**config.mk**
```make
export PLATFORM = sky130hd
export DESIGN_NAME = systolic_tile_scheduler_flat
export DESIGN_NICKNAME = d
export VERILOG_FILES = /design/src/rtl/systolic_pkg.sv /design/src/rtl/systolic_tile_scheduler_if.sv /design/src/rtl/drain_timer.sv /design/src/rtl/systolic_tile_scheduler.sv /design/src/flat_wrapper.sv
export SDC_FILE = /design/constraint.sdc
export NUM_CORES = 1
export LEC_CHECK = 0
export ABC_AREA = 0
export BUFFER_PORTS_ARGS = -buffer_cell sky130_fd_sc_hd__buf_2
export CORE_MARGIN = 2
export CORE_UTILIZATION = 40
export CTS_CLUSTER_DIAMETER = 80
export CTS_CLUSTER_SIZE = 8
export DETAILED_ROUTE_END_ITERATION = 16
export HOLD_SLACK_MARGIN = 0.03
export PLACE_DENSITY = 0.72
export SYNTH_ARGS = -nofsm -noshare
export SYNTH_HDL_FRONTEND = slang
export SYNTH_SLANG_ARGS = --single-unit
```
**constraint.sdc**
```tcl
create_clock -name clk -period 2.5 [get_ports clk]
set_input_delay 0.25 -clock clk [delete_from_list [all_inputs] [get_ports clk]]
set_output_delay 0.25 -clock clk [all_outputs]
set_load 0.03 [all_outputs]
```
**src/rtl/systolic_pkg.sv**
```systemverilog
// Shared constants for the systolic tile scheduler: FSM encoding, array size,
// default drain length and the registered control-flag bundle.
package systolic_pkg;

    localparam int unsigned ARRAY_N          = 3;
    localparam int unsigned DRAIN_CYCLES_DEF = 4;
    localparam int unsigned ST_W             = 3;

    localparam logic [ST_W-1:0] ST_IDLE  = 3'd0;
    localparam logic [ST_W-1:0] ST_LOAD  = 3'd1;
    localparam logic [ST_W-1:0] ST_FIRE  = 3'd2;
    localparam logic [ST_W-1:0] ST_DRAIN = 3'd3;
    localparam logic [ST_W-1:0] ST_WRITE = 3'd4;

    // Single-bit scheduler outputs, registered together as one bundle.
    typedef struct packed {
        logic cmd_ready;
        logic ld_req;
        logic array_start;
        logic acc_clr;
        logic acc_en;
        logic wb_valid;
        logic done;
        logic busy;
    } sched_ctrl_t;

endpackage

```
**src/rtl/systolic_tile_scheduler_if.sv**
```systemverilog
// Handshake/bus bundle between the scheduler and its neighbours
// (command front-end, operand loader, valid pipeline, accumulator, writeback).
interface systolic_tile_scheduler_if #(
    parameter int unsigned CNT_W = 8
);

    logic             cmd_valid;
    logic             cmd_ready;
    logic [CNT_W-1:0] cmd_tiles;
    logic             ld_req;
    logic             ld_ack;
    logic [CNT_W-1:0] tile_idx;
    logic             array_start;
    logic             array_busy;
    logic             acc_clr;
    logic             acc_en;
    logic             wb_valid;
    logic             wb_ready;
    logic             done;
    logic             busy;

    // Scheduler side.
    modport master (
        input  cmd_valid, cmd_tiles, ld_ack, array_busy, wb_ready,
        output cmd_ready, ld_req, tile_idx, array_start, acc_clr, acc_en,
               wb_valid, done, busy
    );

    // Environment side.
    modport slave (
        output cmd_valid, cmd_tiles, ld_ack, array_busy, wb_ready,
        input  cmd_ready, ld_req, tile_idx, array_start, acc_clr, acc_en,
               wb_valid, done, busy
    );

endinterface

```
**src/rtl/drain_timer.sv**
```systemverilog
// Loadable saturating down-counter timing the minimum DRAIN residency.
module drain_timer #(
    parameter int unsigned DRN_W = 3
) (
    input  logic             clk,
    input  logic             rst,
    input  logic             load,
    input  logic [DRN_W-1:0] load_val,
    input  logic             dec,
    output logic             zero_c
);

    logic [DRN_W-1:0] cnt_d;
    logic [DRN_W-1:0] cnt_q;

    // Next count: load wins over decrement; decrement saturates at zero.
    always_comb begin
        cnt_d = cnt_q;
        if (load) begin
            cnt_d = load_val;
        end else if (dec && (cnt_q != '0)) begin
            cnt_d = cnt_q - DRN_W'(1);
        end
    end

    // Counter register with synchronous active-low reset.
    always_ff @(posedge clk) begin
        if (!rst) begin
            cnt_q <= '0;
        end else begin
            cnt_q <= cnt_d;
        end
    end

    assign zero_c = (cnt_q == '0);

endmodule

```
**src/rtl/systolic_tile_scheduler.sv**
```systemverilog
// Sequences one matrix-multiply job over K tiles on the 3x3 systolic array:
// load operands, fire the valid pipeline, drain, repeat, then write back.
module systolic_tile_scheduler
    import systolic_pkg::*;
#(
    parameter int unsigned CNT_W        = 8,
    parameter int unsigned DRAIN_CYCLES = DRAIN_CYCLES_DEF,
    parameter int unsigned DRN_W        = 3
) (
    input  logic                        clk,
    input  logic                        rst,
    systolic_tile_scheduler_if.master   bus
);

    logic [ST_W-1:0]  state_d;
    logic [ST_W-1:0]  state_q;
    logic [CNT_W-1:0] tiles_d;
    logic [CNT_W-1:0] tiles_q;
    logic [CNT_W-1:0] tile_idx_d;
    logic [CNT_W-1:0] tile_idx_q;
    sched_ctrl_t      ctrl_d;
    sched_ctrl_t      ctrl_q;

    logic accept_c;
    logic last_tile_c;
    logic drn_load_c;
    logic drn_dec_c;
    logic drn_zero_c;

    assign last_tile_c = (tile_idx_q == (tiles_q - CNT_W'(1)));
    assign drn_load_c  = (state_q == ST_FIRE);
    assign drn_dec_c   = (state_q == ST_DRAIN);

    drain_timer #(
        .DRN_W (DRN_W)
    ) u_drain_timer (
        .clk      (clk),
        .rst      (rst),
        .load     (drn_load_c),
        .load_val (DRN_W'(DRAIN_CYCLES - 1)),
        .dec      (drn_dec_c),
        .zero_c   (drn_zero_c)
    );

    // Next-state and next-output logic; outputs are decoded from the next state
    // so that every output is registered yet aligned with the state it belongs to.
    always_comb begin
        state_d    = state_q;
        tiles_d    = tiles_q;
        tile_idx_d = tile_idx_q;
        accept_c   = 1'b0;
        ctrl_d     = '0;

        case (state_q)
            ST_IDLE: begin
                if (bus.cmd_valid && ctrl_q.cmd_ready) begin
                    accept_c   = 1'b1;
                    tiles_d    = bus.cmd_tiles;
                    tile_idx_d = '0;
                    if (bus.cmd_tiles == '0) begin
                        ctrl_d.done = 1'b1;
                    end else begin
                        ctrl_d.acc_clr = 1'b1;
                        state_d        = ST_LOAD;
                    end
                end
            end
            ST_LOAD: begin
                if (bus.ld_ack) begin
                    state_d = ST_FIRE;
                end
            end
            ST_FIRE: begin
                state_d = ST_DRAIN;
            end
            ST_DRAIN: begin
                if (drn_zero_c && !bus.array_busy) begin
                    if (last_tile_c) begin
                        state_d = ST_WRITE;
                    end else begin
                        tile_idx_d = tile_idx_q + CNT_W'(1);
                        state_d    = ST_LOAD;
                    end
                end
            end
            ST_WRITE: begin
                if (bus.wb_ready) begin
                    ctrl_d.done = 1'b1;
                    state_d     = ST_IDLE;
                end
            end
            default: begin
                state_d = ST_IDLE;
            end
        endcase

        ctrl_d.cmd_ready   = (state_d == ST_IDLE) && !accept_c;
        ctrl_d.ld_req      = (state_d == ST_LOAD);
        ctrl_d.array_start = (state_d == ST_FIRE);
        ctrl_d.acc_en      = (state_d == ST_FIRE) || (state_d == ST_DRAIN);
        ctrl_d.wb_valid    = (state_d == ST_WRITE);
        ctrl_d.busy        = (state_d != ST_IDLE);
    end

    // State, job context and output registers; reset aborts any job in flight.
    always_ff @(posedge clk) begin
        if (!rst) begin
            state_q    <= ST_IDLE;
            tiles_q    <= '0;
            tile_idx_q <= '0;
            ctrl_q     <= '0;
        end else begin
            state_q    <= state_d;
            tiles_q    <= tiles_d;
            tile_idx_q <= tile_idx_d;
            ctrl_q     <= ctrl_d;
        end
    end

    assign bus.cmd_ready   = ctrl_q.cmd_ready;
    assign bus.ld_req      = ctrl_q.ld_req;
    assign bus.tile_idx    = tile_idx_q;
    assign bus.array_start = ctrl_q.array_start;
    assign bus.acc_clr     = ctrl_q.acc_clr;
    assign bus.acc_en      = ctrl_q.acc_en;
    assign bus.wb_valid    = ctrl_q.wb_valid;
    assign bus.done        = ctrl_q.done;
    assign bus.busy        = ctrl_q.busy;

endmodule
```
**src/flat_wrapper.sv**
```systemverilog
// flat-port wrapper written by rule: the top's interface ports become plain ports
module systolic_tile_scheduler_flat import systolic_pkg::*;
#(
    parameter int unsigned CNT_W        = 8,
    parameter int unsigned DRAIN_CYCLES = DRAIN_CYCLES_DEF,
    parameter int unsigned DRN_W        = 3
)
  (clk, rst, bus_cmd_valid, bus_cmd_tiles, bus_ld_ack, bus_array_busy, bus_wb_ready, bus_cmd_ready, bus_ld_req, bus_tile_idx, bus_array_start, bus_acc_clr, bus_acc_en, bus_wb_valid, bus_done, bus_busy);
  systolic_tile_scheduler_if #(.CNT_W(CNT_W)) bus_i ();
  input  logic clk;
  input  logic rst;
  input wire logic [$bits(bus_i.cmd_valid)-1:0] bus_cmd_valid;
  input wire logic [$bits(bus_i.cmd_tiles)-1:0] bus_cmd_tiles;
  input wire logic [$bits(bus_i.ld_ack)-1:0] bus_ld_ack;
  input wire logic [$bits(bus_i.array_busy)-1:0] bus_array_busy;
  input wire logic [$bits(bus_i.wb_ready)-1:0] bus_wb_ready;
  output wire logic [$bits(bus_i.cmd_ready)-1:0] bus_cmd_ready;
  output wire logic [$bits(bus_i.ld_req)-1:0] bus_ld_req;
  output wire logic [$bits(bus_i.tile_idx)-1:0] bus_tile_idx;
  output wire logic [$bits(bus_i.array_start)-1:0] bus_array_start;
  output wire logic [$bits(bus_i.acc_clr)-1:0] bus_acc_clr;
  output wire logic [$bits(bus_i.acc_en)-1:0] bus_acc_en;
  output wire logic [$bits(bus_i.wb_valid)-1:0] bus_wb_valid;
  output wire logic [$bits(bus_i.done)-1:0] bus_done;
  output wire logic [$bits(bus_i.busy)-1:0] bus_busy;
  assign bus_i.cmd_valid = bus_cmd_valid;
  assign bus_i.cmd_tiles = bus_cmd_tiles;
  assign bus_i.ld_ack = bus_ld_ack;
  assign bus_i.array_busy = bus_array_busy;
  assign bus_i.wb_ready = bus_wb_ready;
  assign bus_cmd_ready = bus_i.cmd_ready;
  assign bus_ld_req = bus_i.ld_req;
  assign bus_tile_idx = bus_i.tile_idx;
  assign bus_array_start = bus_i.array_start;
  assign bus_acc_clr = bus_i.acc_clr;
  assign bus_acc_en = bus_i.acc_en;
  assign bus_wb_valid = bus_i.wb_valid;
  assign bus_done = bus_i.done;
  assign bus_busy = bus_i.busy;
  systolic_tile_scheduler #(.CNT_W(CNT_W), .DRAIN_CYCLES(DRAIN_CYCLES), .DRN_W(DRN_W)) u_core (.clk(clk), .rst(rst), .bus(bus_i));
endmodule
```
# Yosys cells after proc, flatten, opt, wreduce, memory -nomap -nowiden
# Cells that the tools add are included.
[op_classes] reduce_logical=19 magnitude_cmp=0 div_mod_pow=0 eq_ne=12 n_bitwise=1 n_shift=0 n_mux=20 n_mul=0 addsub=3
[op_table] operator="two-way mux 8 bit" count=3
[op_table] operator="two-way mux 3 bit" count=6
[op_table] operator="case mux 8 bit (2 select lines)" count=1
[op_table] operator="case mux 3 bit (5 select lines)" count=1
[op_table] operator="== test 3 x 2 -> 1 bit (second input constant)" count=4
[op_table] operator="logical NOT 3 bit" count=3
[op_table] operator="adder 8 x 1 -> 8 bit (second input constant)" count=1
[op_table] operator="== test 8 bit" count=1
[op_table] operator="logical NOT 8 bit" count=1
[op_table] operator="subtractor 8 x 1 -> 8 bit (second input constant)" count=1
[op_table] operator="== test 3 x 1 -> 1 bit (second input constant)" count=2
[op_table] operator="== test 3 bit (second input constant)" count=2
[op_table] operator="two-way mux 1 bit" count=6
[op_table] operator="nonzero test 3 bit" count=2
[op_table] operator="logical AND 1 bit" count=4
[op_table] operator="two-way mux 2 bit" count=2
[op_table] operator="!= test 2 x 1 -> 1 bit (second input constant)" count=2
[op_table] operator="AND reduction 4 bit" count=1
[op_table] operator="nonzero test 2 bit" count=2
[op_table] operator="AND reduction 3 bit" count=1
[op_table] operator="subtractor 3 x 1 -> 3 bit (second input constant)" count=1
[op_table] operator="logical NOT 1 bit" count=2
[op_table] operator="!= test 2 bit (second input constant)" count=1
[op_table] operator="case mux 1 bit (2 select lines)" count=1
[op_table] operator="4 further kinds" count=4
[word_totals] latchBits=0 inputBits=14 memories=0 reg_bits=30 ram_bits=0 word_cells=68 rom_bits=0

# Logic depth before layout (Yosys ltp)
[depth] word_depth=7 mapped_depth=8

# Hierarchy
# Synthesis repeated with hierarchy kept, for this count alone.
[hier_totals] cells_unflattened=186 hier_area_um2=1644.1
[by_module_without_submodules] module="systolic_tile_scheduler" seq_area_each_um2=540.5 n_inst=1 area_each_um2=1458.9 cells_per_inst=165
[by_module_without_submodules] module="drain_timer" seq_area_each_um2=60.1 n_inst=1 area_each_um2=185.2 cells_per_inst=21

# Worst setup path before layout
# Ideal clock, no wire load.
[synth_timing] kind="reg-to-reg" start="register u_core.tiles_q[0]" end="register u_core.ctrl_q (netlist bit u_core.bus.ld_req)" arrival_ns=2.070 synth_period_minus_slack_ns=2.187 path_stages_with_launch=9 path_buffers=0 required_time_ns=2.383 path_slack_ns=0.313 path_cell_list="dfxtp_1 -> inv_1 -> ha_1 -> o21ba_1 -> a221o_1 -> a211oi_2 -> nand3_1 -> nor2_2 -> and4b_1"
[synth_via] elab_chain_cells=6
[synth_rtl] item="start, declared" line_no="systolic_tile_scheduler.sv:18" rtl="logic [CNT_W-1:0] tiles_q;"
[synth_rtl] item="start signal, assigned" line_no="systolic_tile_scheduler.sv:114" rtl="tiles_q <= tiles_d;"
[synth_rtl] item="subtractor 8 x 1 -> 8 bit" line_no="systolic_tile_scheduler.sv:30" rtl="assign last_tile_c = (tile_idx_q == (tiles_q - CNT_W'(1)));"
[synth_rtl] item="== test 8 bit" line_no="systolic_tile_scheduler.sv:30"
[synth_rtl] item="two-way mux 3 bit" line_no="systolic_tile_scheduler.sv:78" rtl="if (last_tile_c) begin"
[synth_rtl] item="two-way mux 3 bit" line_no="systolic_tile_scheduler.sv:77" rtl="if (drn_zero_c && !bus.array_busy) begin"
[synth_rtl] item="case mux 3 bit (5 select lines)" line_no="systolic_tile_scheduler.sv:54" rtl="case (state_q)"
[synth_rtl] item="== test 3 x 1 -> 1 bit" line_no="systolic_tile_scheduler.sv:98" rtl="ctrl_d.ld_req = (state_d == ST_LOAD);"
[synth_rtl] item="end signal, assigned" line_no="systolic_tile_scheduler.sv:116" rtl="ctrl_q <= ctrl_d;"
[synth_rtl] item="end, declared" line_no="systolic_tile_scheduler.sv:22" rtl="sched_ctrl_t ctrl_q;"
# No other way between the ends.
# A chain may end at the register's enable or synchronous reset.

# Final worst setup path
[layout_timing] start="register u_core.tiles_q[0]" end="register u_core.ctrl_q (netlist bit u_core.bus.busy)"
[layout_via] elab_chain_cells=6
[layout_rtl] item="subtractor 8 x 1 -> 8 bit" line_no="systolic_tile_scheduler.sv:30"
[layout_rtl] item="== test 8 bit" line_no="systolic_tile_scheduler.sv:30"
[layout_rtl] item="two-way mux 3 bit" line_no="systolic_tile_scheduler.sv:78"
[layout_rtl] item="two-way mux 3 bit" line_no="systolic_tile_scheduler.sv:77"
[layout_rtl] item="case mux 3 bit (5 select lines)" line_no="systolic_tile_scheduler.sv:54"
[layout_rtl] item="nonzero test 3 bit" line_no="systolic_tile_scheduler.sv:102" rtl="ctrl_d.busy = (state_d != ST_IDLE);"
# No other way between the ends.

==> metrics.yaml <==
clock_path_buffers: 2
finalSetupViolations: 0
die_y_um: 66.7
drive_gt1_frac: 0.205
hpwl_um: 2540
powerDensity_nw_per_um2: 772
dpl_cell_area_um2: 1760
synthFlopType: "dfxtp_1"
antenna_cells: 0
grt_pass1_wl_um: 5660
period_needed_ns: 2.36
path_buf_inv: 1
hold_viol_final: 0
fin_area_um2: 1900
seqPwrFrac: 0.374
critPathLaunchType: "flop"
h-tree-depth: 2
tightest_slew_ns: 0.529
synth.avg_cell_area_um2: 8.14
path_class: "reg -> reg"
worst_ir_drop_vdd_mv: 0.364
critPathCaptureType: "flop"
ys_ff_latch: 30
drc: 0
cts_root_buffer: "clkbuf_8"
arrival_ns: 2.54
synth_edf_count: 0
crit_family: "compound AO/OA/AOI/OAI gates"
switching_share: 0.276
slowest_delay_ns: 0.42
netlist_area_um2: 1570
clock-skew-final_ns: 0.00541
cp_slowest_cell: "dfxtp_1"
status: "complete, no violations"
pwr-share-clk: 0.421
grtUsageTotal: 0.169
grt_setup_unrepaired: "no"
die_area_um2: 4440
p_sw_uw: 405
start_util: 0.423
cts_tree: "built"
ys_types: 44
place_inst: 264
avgViaCountPerCell: 5.26
cts_sinks: 30
grt_max_degree: 16
cp_cell_sequence: "inv_1 > ha_1 > o21ba_1 > a221o_1 > a211oi_2 > and3_4 > a31oi_4 > o31a_1"
pin_count: 30
post-cts-setup-buffer-count: 0
coreArea_um2: 3720
ys.warnings.count: 0
nNetsFinal: 241
first_pass_iters: 5
grt.overflow.total: 0
drt_iter0_markers: 125
synth_area_leaders: "dfxtp_1 (38%), nand2_1 (7.9%), a21oi_1 (5.1%)"
p_leak_nw: 0.790
syn-num-nets: 211
grt_pass1_vias: 1300
path_max_fanout: 6
intPower_mw: 1.06
cts_buffers: 5
layout.cells.most_common_list: "nand2_1 (33), dfxtp_1 (30), buf_2 (29), a21oi_1 (16), nor2_1 (13)"
gp_congestion: 0.877
fmax_mhz: 423
cts.clk_slew.worst_paths_ns: 0.07
chipWidth_um: 66.7
syn-instance-count: 193
max_slew_margin: 0.644
hp-class: "in -> reg"
comb_power_share: 0.205
synth_largest_area_cell: "dfxtp_1"
ys_seq_area_frac: 0.382
wl_um: 3330
via_count: 1431
finalCritPeriodShare: 0.945
rows: 22
ctsHoldBuffers: 0
worstPathRequired_ns: 2.68
setup_tns_ns: 0
synth.top_cell.area_share: 0.382
fillers: 369
antenna_left: 0
clk_latency_ns: 0.28
drv_slew: 0
async_reset_ff_frac: 0
area_delta_synth_final_pct: 21.0
cts_resized: 0
fin_cells: 272
grt_antenna_before_repair: 0
drv_cap: 0
routedWlPerCell_um: 12.2
final_common_cell: "nand2_1"
port_buffers: 29
-- routing by layer --
metal  up-vias  GRT usage  routed length (µm)
li1        742          -                   -
met1       649      0.221                1670
met2        35      0.258                1430
met3         5     0.0541                 175
met4         0     0.0663                  53
met5         -          0                   0
-- power by group through the flow --
stage,combinational (mW),clock [mW],sequential (mW)
global placement,0.299,0,0.559
floorplan,0.211,0,0.581
CTS,0.302,0.622,0.549
finish,0.301,0.617,0.549
global route,0.339,0.644,0.556
detailed placement,0.301,0,0.560
-- tightest hold or removal path, stage by stage --
cell	delay, ns
buf_2	0.10
nand2_1	0.05
a21oi_1	0.05
-- stage by stage --
stage | power [mW] | util | hold WS, ns | setup slack (ns)
after floorplan | 0.792 | - | 0.386 | 0.313
after detailed placement | 0.861 | 0.473 | 0.467 | 0.143
after global routing | 1.54 | 0.511 | 0.208 | 0.00575
final | 1.47 | 0.511 | 0.205 | 0.138
after global placement | 0.858 | 0.473 | 0.455 | 0.237
after CTS | 1.47 | 0.511 | 0.203 | 0.129
-- cell type report --
type,instances,area [µm²],share of cell area
multi-input combinational,146,902,0.475
sequential,30,601,0.316
timing repair buffer,31,160,0.0843
clock buffer,6,82.6,0.0435
clock inverter,2,60.1,0.0316
tap,48,60.1,0.0316
inverter,9,33.8,0.0178
-- state kept, by name, summed over array words and instances, names as in the netlist --
| register | flops |
|---|---|
| u_core.bus.cmd_ready | 1 |
| u_core.bus.busy | 1 |
| u_core.bus.array_start | 1 |
| u_core.bus.acc_en | 1 |
| u_core.bus.acc_clr | 1 |
| u_core.bus.ld_req | 1 |
| u_core.state_q | 3 |
| u_core.bus.done | 1 |
| u_core.bus.wb_valid | 1 |
| u_core.tiles_q | 8 |
| u_core.u_drain_timer.cnt_q | 3 |
| u_core.bus.tile_idx | 8 |
-- cell usage after synthesis, types with 2 or more instances --
cell and number:
nand2b_1 2, nor3_1 6, or3_1 3, o21a_1 3
nand2_1 33, and2b_1 2, ha_1 4, inv_1 9
nor4_1 5, a21o_1 2, mux2i_1 4, a21oi_1 16
nand3_1 8, nand4_1 4, nor2_1 13, or4_1 5
xnor2_1 7, clkbuf_1 5, and2_1 2, o21ai_0 3
xor2_1 2, dfxtp_1 30, and3_1 2, buf_2 2
a211oi_1 2
-- kinds of logic after synthesis --
group	share of synthesized area
mux	0.0255
buf+inv	0.0430
flops	0.382
fa+ha+maj	0.0319
xor+xnor	0.0502
simple gates	0.300
compound gates	0.167
-- final timing paths --
kind                                          to                           start  depth (start not counted)  slack (ns)
setup reg to reg      u_core.bus.busy$_SDFF_PN0_  u_core.tiles_q[0]$_SDFFE_PN0P_                          8        0.14
setup / recovery      u_core.bus.busy$_SDFF_PN0_  u_core.tiles_q[0]$_SDFFE_PN0P_                          8        0.14
hold / removal    u_core.tiles_q[7]$_SDFFE_PN0P_                bus_cmd_tiles[7]                          3        0.20
hold reg to reg   u_core.tiles_q[7]$_SDFFE_PN0P_  u_core.tiles_q[7]$_SDFFE_PN0P_                          2        0.48
Power figures use the tool's default switching activity.
